**src/rtl/seg7_scan_driver.sv**
```systemverilog
// seg7_scan_driver: self-scanning multiplexed 7-segment driver with frame snapshot, PWM and zero suppression
// ports: clk/rst (sync, active-high); hexs, points, les, lz_en snapshotted once per frame;
//        bright live 4-bit PWM level; an active-low digit enables; segment {p,g..a} active-low;
//        frame_tick one-cycle pulse on each snapshot load
module seg7_scan_driver #(
  parameter int DIGITS   = 4,
  parameter int DIV_LOG2 = 16
) (
  input  logic                  clk,
  input  logic                  rst,
  input  logic [4*DIGITS-1:0]   hexs,
  input  logic [DIGITS-1:0]     points,
  input  logic [DIGITS-1:0]     les,
  input  logic                  lz_en,
  input  logic [3:0]            bright,
  output logic [DIGITS-1:0]     an,
  output logic [7:0]            segment,
  output logic                  frame_tick
);
  localparam int SW = (DIGITS > 1) ? $clog2(DIGITS) : 1;
  localparam logic [6:0] SEG_LUT [16] = '{
    7'h40, 7'h79, 7'h24, 7'h30, 7'h19, 7'h12, 7'h02, 7'h78,
    7'h00, 7'h10, 7'h08, 7'h03, 7'h46, 7'h21, 7'h06, 7'h0E
  };
  logic [DIV_LOG2-1:0]    p_q, p_d;
  logic [SW-1:0]          sel_q, sel_d;
  logic [DIGITS-1:0][3:0] hex_q, hex_d;
  logic [DIGITS-1:0]      pt_q, pt_d, le_q, le_d, lz_blank;
  logic                   lz_q, lz_d, load_pending_q, load_pending_d, frame_tick_q, frame_tick_d;
  logic [DIGITS-1:0]      an_q, an_d;
  logic [7:0]             seg_q, seg_d;
  logic                   tick, load, on, zero_above;
  logic [3:0]             nib;
  // a digit is suppressed when it and every more-significant digit are zero; digit 0 always shows
  always_comb begin
    zero_above = 1'b1;
    lz_blank   = '0;
    for (int i = DIGITS - 1; i >= 0; i--) begin
      zero_above  = zero_above & (hex_q[i] == 4'h0);
      lz_blank[i] = lz_q & zero_above & (i != 0);
    end
  end
  // outputs are built from the current sel/p/snapshot together, so an and segment always switch in the same cycle
  always_comb begin
    tick           = &p_q;
    load           = (tick && sel_q == SW'(DIGITS - 1)) || load_pending_q;
    p_d            = p_q + 1'b1;
    sel_d          = tick ? (sel_q == SW'(DIGITS - 1) ? '0 : sel_q + 1'b1) : sel_q;
    hex_d          = load ? hexs : hex_q;
    pt_d           = load ? points : pt_q;
    le_d           = load ? les : le_q;
    lz_d           = load ? lz_en : lz_q;
    load_pending_d = 1'b0;
    frame_tick_d   = load;
    nib            = hex_q[sel_q];
    on             = p_q[DIV_LOG2-1 -: 4] <= bright;
    an_d           = on ? ~(DIGITS'(1) << sel_q) : '1;
    seg_d          = on ? {~pt_q[sel_q], (le_q[sel_q] | lz_blank[sel_q]) ? 7'h7F : SEG_LUT[nib]} : 8'hFF;
  end
  always_ff @(posedge clk) begin
    if (rst) begin
      p_q            <= '0;
      sel_q          <= '0;
      hex_q          <= '0;
      pt_q           <= '0;
      le_q           <= '0;
      lz_q           <= 1'b0;
      load_pending_q <= 1'b1;
      frame_tick_q   <= 1'b0;
      an_q           <= '1;
      seg_q          <= 8'hFF;
    end else begin
      p_q            <= p_d;
      sel_q          <= sel_d;
      hex_q          <= hex_d;
      pt_q           <= pt_d;
      le_q           <= le_d;
      lz_q           <= lz_d;
      load_pending_q <= load_pending_d;
      frame_tick_q   <= frame_tick_d;
      an_q           <= an_d;
      seg_q          <= seg_d;
    end
  end
  assign an         = an_q;
  assign segment    = seg_q;
  assign frame_tick = frame_tick_q;
endmodule
```
**config.mk**
```make
export PLATFORM = sky130hd
export DESIGN_NAME = seg7_scan_driver
export DESIGN_NICKNAME = d
export VERILOG_FILES = /design/src/rtl/seg7_scan_driver.sv
export SDC_FILE = /design/constraint.sdc
export NUM_CORES = 1
export LEC_CHECK = 0
export CAP_MARGIN = 20
export CORE_MARGIN = 5
export CORE_UTILIZATION = 58
export CTS_CLUSTER_SIZE = 25
export DETAILED_ROUTE_END_ITERATION = 10
export PLACE_DENSITY = 0.85
export SYNTH_ARGS = -nofsm -noshare
export SYNTH_HDL_FRONTEND = slang
export SYNTH_SLANG_ARGS = --single-unit
```
**constraint.sdc**
```tcl
create_clock -name clk -period 5.8 [get_ports clk]
set_input_delay 0.58 -clock clk [delete_from_list [all_inputs] [get_ports clk]]
set_output_delay 0.58 -clock clk [all_outputs]
set_load 0.05 [all_outputs]
```
== Word-level counts from Yosys, hierarchy flattened ==
Memories as Yosys holds them, arrays and structs flattened. A register that Yosys moved wholly into a read port is not among the register bits.
Cells that the tools add are included.
Cells by class
  $add $sub $neg: 2
  $mul: 0
  div/mod/pow operators: 0
  magnitude comparators: 2
  equal/unequal tests: 1
  shift operators: 1
  multiplexer cells: 10
  bitwise logic cells: 10
  reductions and logical operators: 8
Operators with widths (number)
  $add 16x1->16 const B: 1
  $reduce_and 16->1: 1
  $logic_not 4->1: 3
  $bmux 4 s2: 1
  $bmux 1 s2: 3
  $and 1x1->1: 5
  $not 4->5: 1
  $le 4x4->1: 1
  $mux 1: 4
  $mux 4: 1
  $not 4->4: 1
  $shl 1x2->4 const A: 1
  $lt 2x3->1 const B: 1
  $reduce_or 3->1: 1
  $add 2x1->2 const B: 1
  $eq 2x2->1 const B: 1
  $mux 2: 1
  $not 1->1: 2
  $reduce_or 2->1: 1
  $logic_and 1x1->1: 1
  $logic_or 1x1->1: 1
  $or 1x1->1: 1
Storage, ports and cells
  register bits after elaboration: 50
  latch bits: 0
  bits in writable memories: 0
  ROM bits: 112
  input port bits: 31
  output and inout port bits: 13
  word-level logic and storage cells: 48
  memories: 1
Memory list
  (name not given): words 16, bits a word 7, read ports 1, clocked after memory_dff 1, write ports 0, RTL line 58  | seg_d = on ? {~pt_q[sel_q], (le_q[sel_q] | lz_blank[sel_q]) ? 7'h7F : SEG_LUT[nib]} : 8'hFF;

== Longest topological paths before layout ==
  depth in word-level cells: 8
  gate-level depth with buffers: 8
  mapped depth without buffers: 7

== Worst setup path after synthesis ==
OpenSTA, ideal clock, no wires.
  path kind: reg2reg
  from: reg sel_q[0]
  to: reg seg_q[5], in the netlist segment[5]
  library setup time: 0.144 ns
  arrival: 1.849 ns
  required time: 5.656 ns
  slack: 3.807 ns
  cell stages (with the launch flop): 7
  buffers on the path: 1
  clock period less this slack: 1.993 ns
  cell sequence: dfxtp_1 buf_6 mux4_1 ha_1 mux2_2 a21oi_1 nand3_1
On the way
  word-level cells in the longest chain between the ends: 4
  elaborated cells on any way between the ends: 9
  classes of those cells: mux (6); bitwise (2); reduce/logical (1)
Ends and longest elaborated chain
  start, declared: RTL line 26  | logic [SW-1:0] sel_q, sel_d;
  start signal, assigned: RTL line 74  | sel_q <= sel_d;
  $bmux 1 s2: RTL line 58
  $mux 1 (implied by the code): RTL line 58
  $or 1x1->1: RTL line 58
  $reduce_or 3->1 (no line)
  end, declared: RTL line 31  | logic [7:0] seg_q, seg_d;
Parallel ways exist; a longest one is shown, timed or not. The select of a mux whose other input is x is not followed.
A chain may end at the register's enable or synchronous reset.

== Worst setup path in the final report ==
  from: reg sel_q[0]
  to: reg seg_q[1], in the netlist segment[1]
The elaborated chain is that of the path after synthesis.

==> flow_summary.yaml <==
drt:
  ant_nets: 0
  vias_per_cell: 5.27
  vias: 2109
  drt-pass1-iter-count: 4
  drc: 0
  routed_wl_um: 5180
  routedWlPerCell_um: 13.0
  drt_iter0_drc: 96
die:
  start_util: 0.603
  core_area_um2: 4750
  die-area_um2: 6450
  row_count: 25
  die_w_um: 80.3
  io-pin-count: 44
  die_h_um: 80.3
global_routing:
  grt_pass1_wl_um: 8950
  overflow: 0
  met3_usage: 0.0572
  met2_usage: 0.296
  gr-max-usage-layer: "met2"
  gr-usage-all-layers: 0.181
  use_met1: 0.212
  antenna_found_initial: 0
  grt_pass1_vias: 2036
  grt_max_degree: 73
setup_path:
  cp_common_cell: "inv_1"
  cp_max_fo: 11
  cp-end-kind: "flip-flop"
  cp_slowest_cell: "mux4_1"
  worst_ep_required_time_ps: 6000
  cp_cell_sequence: "mux4_1 -> inv_1 -> ha_1 -> inv_1 -> mux2i_1 -> a32oi_1 -> nand3_1"
  arrival_ps: 2610
  crit_path_start_kind: "flip-flop"
  crit_start: "sel_q[0]$_SDFFE_PP0P_"
  rrSetupSlack_ps: 3390
  max_stage_delay_ps: 740
  criticalPathCategory: "reg -> reg"
  reg2reg_from: "sel_q[0]$_SDFFE_PP0P_"
finish:
  n_fill_cell: 365
  multi_input_area_um2: 1590
  design_area_um2: 3490
  drive_gt1_frac: 0.0721
  ff_latch_area_um2: 1140
  fin_nets: 374
  final_util: 0.734
  area_growth_syn_to_layout_pct: 21.6
  antennaDiodeCount: 0
synthesis:
  async_flop_share: 0
  synth_edf_count: 0
  syn-cell-area_um2: 2870
  netlist-cell-type-count: 40
  synth.avg_cell_area_um2: 9.89
  yosysSeqAreaShare: 0.398
  synth.net_count: 336
  synth_warnings: 0
  synthCells: 290
  ys_ff_latch: 57
  synth_flop_cell: "dfxtp_1"
clock_network:
  post_cts_buffers: 0
  cts_inserted_buffers: 9
  cts_hold_buf: 0
  clock-root-buffer: "clkbuf_8"
  tritoncts: "yes"
  cts_sinks: 57
  cts.path.max_buffers: 2
  ctsResizeCount: 0
  clkTransAtPathRegs_ps: 60
  htree_levels: 3
  clkLatencyLatePin_ps: 350
min_path:
  hold_path_class: "reg -> reg"
  holdCritStartpoint: "p_q[0]$_SDFF_PP0_"
placed_design:
  place_congestion: 0.746
  dpl_cell_area_um2: 3290
  numPortBuffers: 43
  hpwl_um: 3690
sta:
  hold_viol: 0
  worst_slew_pin_slew_ps: 1030
  fin_skew_ps: 6.47
  rsz0062_at_grt: "no"
  setup_viol: 0
  min_period_ps: 2410
  finalCritPeriodShare: 0.415
  relSlewSlack: 0.313
  max_freq_ghz: 0.415
  setup_tns_ps: 0
  drv_slew: 0
status:
  status: "finished, final reports clean"
power_and_ir_drop:
  power_leakage_nw: 1.38
  p_per_area_nw_per_um2: 261
  vdd.ir_drop.worst_uv: 190
  total_power_w: 0.000912
flow_run:
  max-cap-violations: 0
==> registers in the layout, summed over array words and instances (netlist names) <==
| name | count |
|---|---|
| frame_tick | 1 |
| hex_q | 16 |
| pt_q | 4 |
| lz_q | 1 |
| an | 4 |
| le_q | 4 |
| sel_q | 2 |
| load_pending_q | 1 |
| segment | 8 |
| p_q | 16 |
==> worst paths after layout <==
path                           endpoint  cells past startpoint
setup / recovery  segment[1]$_SDFF_PP1_                      7
hold / removal        p_q[0]$_SDFF_PP0_                      1
setup reg to reg  segment[1]$_SDFF_PP1_                      7
hold reg to reg       p_q[0]$_SDFF_PP0_                      1
==> metal layers <==
metal,wire [um],vias to the layer above
li1,-,1075
met2,2430,51
met3,306,10
met5,0,-
met4,104,0
met1,2350,973
==> placed cells by master (no fill, tap or decap), drive strengths merged, types with 3 or more instances in the layout <==
cell,count
or3,4
and4,4
nand4,5
nor2,16
xnor2,6
inv,15
mux4,6
dfxtp,57
nor3,4
xor2,5
nand2,11
clkinv,4
clkdlybuf4s50,42
or4,3
a21oi,9
ha,15
o21ai,4
mux2,3
mux2i,31
nand3,11
clkbuf,10
nand2b,50
==> area by class of cell <==
class                           count  share of cell area
Timing Repair Buffer               43               0.122
Inverter                           15              0.0161
Tap cell                           67              0.0240
Sequential cell                    57               0.327
Multi-Input combinational cell    202               0.455
Clock buffer                       10              0.0395
Clock inverter                      6              0.0165
==> metrics by stage <==
stage               setup slack (ps)  hold WS [ps]  cells
floorplan                       3810           430    290
global placement                3440           441    384
detailed placement              3360           452    384
CTS                             3400           467    400
global route                    3260           484    400
finish                          3390           462    400
==> critical path, delay by kind of cell (launching register included) <==
kind	cells	cell delay, ps
and+or+nand+nor	1	100
muxes	2	800
DFF	1	650
adders and majority gates	1	270
AOI/OAI and AO/OA	1	200
buffers and inverters	2	250
==> cells in the mapped netlist (2+ instances only) <==
cell type  count  share of area
xnor2_1        6          0.018
mux2i_1       31           0.11
nand2_1       11          0.014
or4_1          3         0.0078
inv_1         15          0.020
nand4_1        5          0.011
mux4_1         5          0.046
buf_2          2         0.0035
nor2_1        16          0.021
o21ai_0        4         0.0070
a21oi_1        9          0.016
clkbuf_1       9          0.012
xor2_1         5          0.015
or3_1          4         0.0087
buf_6          4          0.016
nand3_1       11          0.019
nor3_1         4         0.0070
dfxtp_1       57           0.40
ha_1          15          0.065
mux2_2         2         0.0078
and4_1         4          0.012
nand2b_1      50           0.11
==> report_power, final <==
group / internal (W) / switching [W]
combinational: 0.0000620 / 0.0000634
sequential: 0.000411 / 0.00000986
clock: 0.000206 / 0.000159
total: 0.000680 / 0.000232
==> cell families (layout without fill, tap and decap cells) <==
group           after synthesis  after routing  synth area share
simple gates                115            115             0.228
flops                        57             57             0.398
mux                          40             40             0.175
buf+inv                      31             74            0.0532
compound gates               21             21            0.0475
fa+ha+maj                    15             15            0.0654
xor+xnor                     11             11            0.0336
(Power assumes the default switching activity.)
==> RTL change 1, RTL diff (same flow settings) <==
Put one more register stage on the output `an`, cleared by the reset. The value now appears one clock later. The other outputs are not delayed to match. Comments in the files are not updated.
--- a/src/rtl/seg7_scan_driver.sv
+++ b/src/rtl/seg7_scan_driver.sv
@@ -84,3 +84,9 @@
   end
-  assign an         = an_q;
+  always_ff @(posedge clk) begin
+    if (rst) begin
+      an <= '0;
+    end else begin
+      an <= an_q;
+    end
+  end
   assign segment    = seg_q;
Behaviour: not the same (Yosys sat finds a counterexample within 4 cycles, from zero or initial values and one cycle with rst high).
==> RTL change 1 against the original RTL <==
Wire length is 5.7% higher. Count of clock-buffer cells in the layout rose by 5. Clock power down 10%. Combinational power rose by 6%. Setup slack better by 3.1 ps. Area after synthesis is 5.2% higher. Cell area increased by 4.1%. Sequential cell count grew 4. Sequential power is 7.1% higher. Largest cell class unchanged. Worst hold slack got worse by 25 ps. Total power shrank 0.12%. Highest routed layer unchanged.
==> RTL change 1: results (changes against the original RTL) <==
{| class="wikitable"
! Metric !! Value
|-
| Syn_area_per_cell || 9.96 um2 (+0.72%)
|-
| Count of unique library cells instantiated by Yosys || 42 (+5.0%)
|-
| Final hold slack || 437 ps (-25.1 ps)
|-
| Maximum number of pins on one net before global-route repair || 77 (+5.5%)
|-
| Number of multi-input logic gates || 211 (+4.5%)
|-
| Area of all placed cells without fillers || 3630 um2 (+4.1%)
|-
| Post-detailed-placement cell area || 3460 um2 (+5.1%)
|-
| RD Place Congestion || 0.832 (+12%)
|-
| Internal power || 684 uW (+0.63%)
|-
| Routed wire length on met2 || 2560 um (+5.4%)
|-
| Count of state elements after synthesis || 61 (+7.0%)
|-
| Starting DRC count in detailed routing || 122 (+27%)
|-
| DR WL met3 || 273 um (-11%)
|-
| Hold Path Sink || an[0]
|-
| Top cells by area in the synthesized netlist || dfxtp_1, nand2b_1, mux2i_1, ha_1, mux4_1
|-
| Total number of vias || 2153 (+2.1%)
|-
| Startpoint of the tightest hold check path || an_q[0]
|-
| Nets || 385 (+2.9%)
|-
| Latest clock arrival within the worst-skew pair || 330 ps (-20 ps)
|-
| Inverters || 12 (-3)
|-
| Clock buf count || 15 (+5)
|-
| Non-clock buffer contribution to total cell area || 12.3% (+0.072 points)
|-
| Register area || 1220 um2 (+7.0%)
|-
| Met1 global-route usage || 22.9% (+1.7 points)
|-
| Minimum setup slack after placement || 3350 ps (-12.4 ps)
|-
| Leading post-synthesis cells by instance count || dfxtp_1, nand2b_1, mux2i_1
|-
| Wire length of the first global-routing pass || 9380 um (+4.8%)
|-
| Met1 wire length || 2590 um (+10%)
|-
| Instance count after placement with tap cells included || 398 (+3.6%)
|-
| Met2 track utilization from global routing || 29.1% (-0.56 points)
|-
| Placeable Area || 5070 um2 (+6.7%)
|-
| Non-clock buffers || 44 (+2.3%)
|-
| Leakage power || 0.00143 uW (+3.8%)
|-
| Met3 Track Usage GR || 3.90% (-1.8 points)
|-
| WL/cell || 13.2 um (+2.2%)
|-
| Total half-perimeter wirelength after legalization and detailed placement || 3800 um (+3.0%)
|-
| Post-Route Skew || 9.53 ps (+3.06 ps)
|-
| Largest vdd supply drop || 0.143 mV (-25%)
|-
| Post-synthesis sequential area ratio || 40.4% (+0.67 points)
|-
| GRT Overall Usage || 18.2% (+0.13 points)
|-
| Number of inserted filler cells in the final layout || 381 (+4.4%)
|-
| Multi-input logic area || 1660 um2 (+4.7%)
|-
| Final cell count without fillers || 414 (+3.5%)
|-
| Outcome || completed
|-
| Data arrival at the endpoint of the critical path || 2580 ps (-30 ps)
|-
| Slew @ Worst Pin || 1020 ps (-7.84 ps)
|-
| Number of global-route vias before repair || 2136 (+4.9%)
|-
| Worst Slack Setup Final || 3400 ps (+3.06 ps)
|}
## RTL change 1: changes by cell type after synthesis, moves of 2 or more
cell / delta
dfxtp_1: +4
nor2b_1: +4
inv_1: -3
nand4_1: +3
nor2_1: -3
and4_1: -2
clkbuf_1: +2
mux2i_1: -2
nand3_1: +2
nor3_1: -2
o21ai_0: +2
xnor2_1: -2
xor2_1: +2
## RTL change 1: cell families after synthesis
kind of cell | Yosys count | synth area share [%]
and+or+nand+nor | 122 | 23.7
DFF | 61 | 40.4
muxes | 38 | 15.7
buffers and inverters | 31 | 5.18
AOI/OAI and AO/OA | 25 | 5.51
adders and majority gates | 15 | 6.22
xor gates and xnor gates | 11 | 3.19
## RTL change 1: power groups by stage
stage | sequential, uW | clock (uW) | combinational (uW)
finish | 451 | 327 | 133
global route | 453 | 352 | 145
CTS | 451 | 337 | 134
detailed placement | 460 | 0 | 133
global placement | 460 | 0 | 129
floorplan | 483 | 0 | 64.1
==> RTL change 2, RTL diff (same flow settings) <==
Made on the original files. The parameter `DIGITS` goes from 4 to 2.
--- a/src/rtl/seg7_scan_driver.sv
+++ b/src/rtl/seg7_scan_driver.sv
@@ -5,3 +5,3 @@
 module seg7_scan_driver #(
-  parameter int DIGITS   = 4,
+  parameter int DIGITS   = 2,
   parameter int DIV_LOG2 = 16
Ports: changed (resized an, hexs, les and points); port bits go from 44 to 30. The function was not compared with the original's and may differ.
==> RTL change 2 against the original RTL <==
Wire length shrank 17%. Count of clock-buffer cells in the layout shrank 3. Cell area fell by 25%. Sequential power decreased by 24%. Fmax is 1.3% higher. Sequential cell count is 15 lower. Setup slack better by 31 ps. Die area down 19%. Critical path depth down 2. Global-route usage fell by 0.48 points. Area after synthesis is 22% lower. Worst hold slack improved by 31 ps. Total power down 31%. Sequential share of layout area is 0.60 points lower. Critical path type unchanged. Largest cell class unchanged.
==> RTL change 2: results (changes against the original RTL) <==
{| class="wikitable"
! Metric !! Value
|-
| Outcome || completed
|-
| WL/cell || 13.4 um (+3.3%)
|-
| Met2 track utilization from global routing || 27.0% (-2.6 points)
|-
| Syn_area_per_cell || 8.97 um2 (-9.3%)
|-
| Post-detailed-placement cell area || 2530 um2 (-23%)
|-
| Leakage power || 0.000992 uW (-28%)
|-
| Starting DRC count in detailed routing || 187 (+95%)
|-
| Latest clock arrival within the worst-skew pair || 290 ps (-60 ps)
|-
| Met1 global-route usage || 22.8% (+1.6 points)
|-
| Routed wire length on met2 || 1880 um (-22%)
|-
| Worst path max stage delay || 790 ps (+50 ps)
|-
| Nets || 302 (-19%)
|-
| DR WL met3 || 201 um (-34%)
|-
| Total half-perimeter wirelength after legalization and detailed placement || 2930 um (-21%)
|-
| Via-per-instance ratio || 5.75 (+9.1%)
|-
| Minimum setup slack after placement || 3280 ps (-79.8 ps)
|-
| Data arrival at the endpoint of the critical path || 2570 ps (-40 ps)
|-
| Top cells by area in the synthesized netlist || dfxtp_1, ha_1, or3b_2, o211ai_1, a2bb2oi_1
|-
| Highest fanout seen on the critical path || 27 (+16)
|-
| Met1 wire length || 2130 um (-9.0%)
|-
| CP top delay family || simple AND/OR/NAND/NOR gates
|-
| Met3 Track Usage GR || 4.16% (-1.6 points)
|-
| Final cell count without fillers || 321 (-20%)
|-
| Count of unique library cells instantiated by Yosys || 39 (-2.5%)
|-
| Num CTS Buffers || 5 (-4)
|-
| GRT Overall Usage || 17.6% (-0.48 points)
|-
| Slew @ Worst Pin || 890 ps (-138 ps)
|-
| Instance count after placement with tap cells included || 313 (-18%)
|-
| H-tree levels || 2 (-1)
|-
| Largest vdd supply drop || 0.146 mV (-23%)
|-
| Share of final-layout standard cells stronger than drive strength 1 || 10.6% (+3.4 points)
|-
| Post-Route Skew || 4.59 ps (-1.88 ps)
|-
| Standard cell with the maximum stage delay on the critical path || and3_1
|-
| RD Place Congestion || 0.846 (+13%)
|}
## RTL change 2: changes by cell type in the layout (fill, tap and decap cells not counted), sizes merged, moves of 6 or more
| cell | before | now |
|---|---|---|
| nand2b | 50 | 0 |
| mux2i | 31 | 3 |
| dfxtp | 57 | 42 |
| nor2b | 1 | 16 |
| or3b | 0 | 14 |
| clkdlybuf4s50 | 42 | 29 |
| o211ai | 1 | 14 |
| a2bb2oi | 1 | 12 |
| nand3 | 11 | 19 |
| inv | 15 | 9 |
| mux4 | 6 | 0 |
## RTL change 2: kinds of logic (layout without fill, tap and decap cells)
| group | after synthesis | after routing | share of synthesized area (%) |
|---|---|---|---|
| compound gates | 47 | 47 | 15.5 |
| xor+xnor | 12 | 12 | 4.67 |
| fa+ha+maj | 11 | 11 | 6.11 |
| buf+inv | 25 | 47 | 5.17 |
| flops | 42 | 42 | 37.3 |
| mux | 10 | 10 | 5.00 |
| simple gates | 104 | 104 | 26.2 |
## RTL change 2: power groups by stage
stage | Clock (uW) | Sequential (uW) | Combinational [uW]
6_report | 191 | 319 | 118
5_1_grt | 207 | 322 | 128
4_1_cts | 197 | 319 | 118
3_5_place_dp | 0 | 325 | 117
3_3_place_gp | 0 | 324 | 116
2_1_floorplan | 0 | 349 | 54.3
## RTL change 2: area by class of cell
type	count	area (um2)
Multi-Input combinational cell	184	1290
Tap cell	48	60.1
Inverter	9	33.8
Sequential cell	42	841
Clock inverter	1	5.00
Clock buffer	7	86.3
Fill cell	304	1100
Timing Repair Buffer	30	298
## RTL change 2: final timing paths
path | from | end | slack [ps] | cells past startpoint
max reg2reg | p_q[0] | sel_q | 3420 | 5
max | p_q[0] | sel_q | 3420 | 5
min | p_q[0] | p_q[0] | 490 | 1
min reg2reg | p_q[0] | p_q[0] | 490 | 1
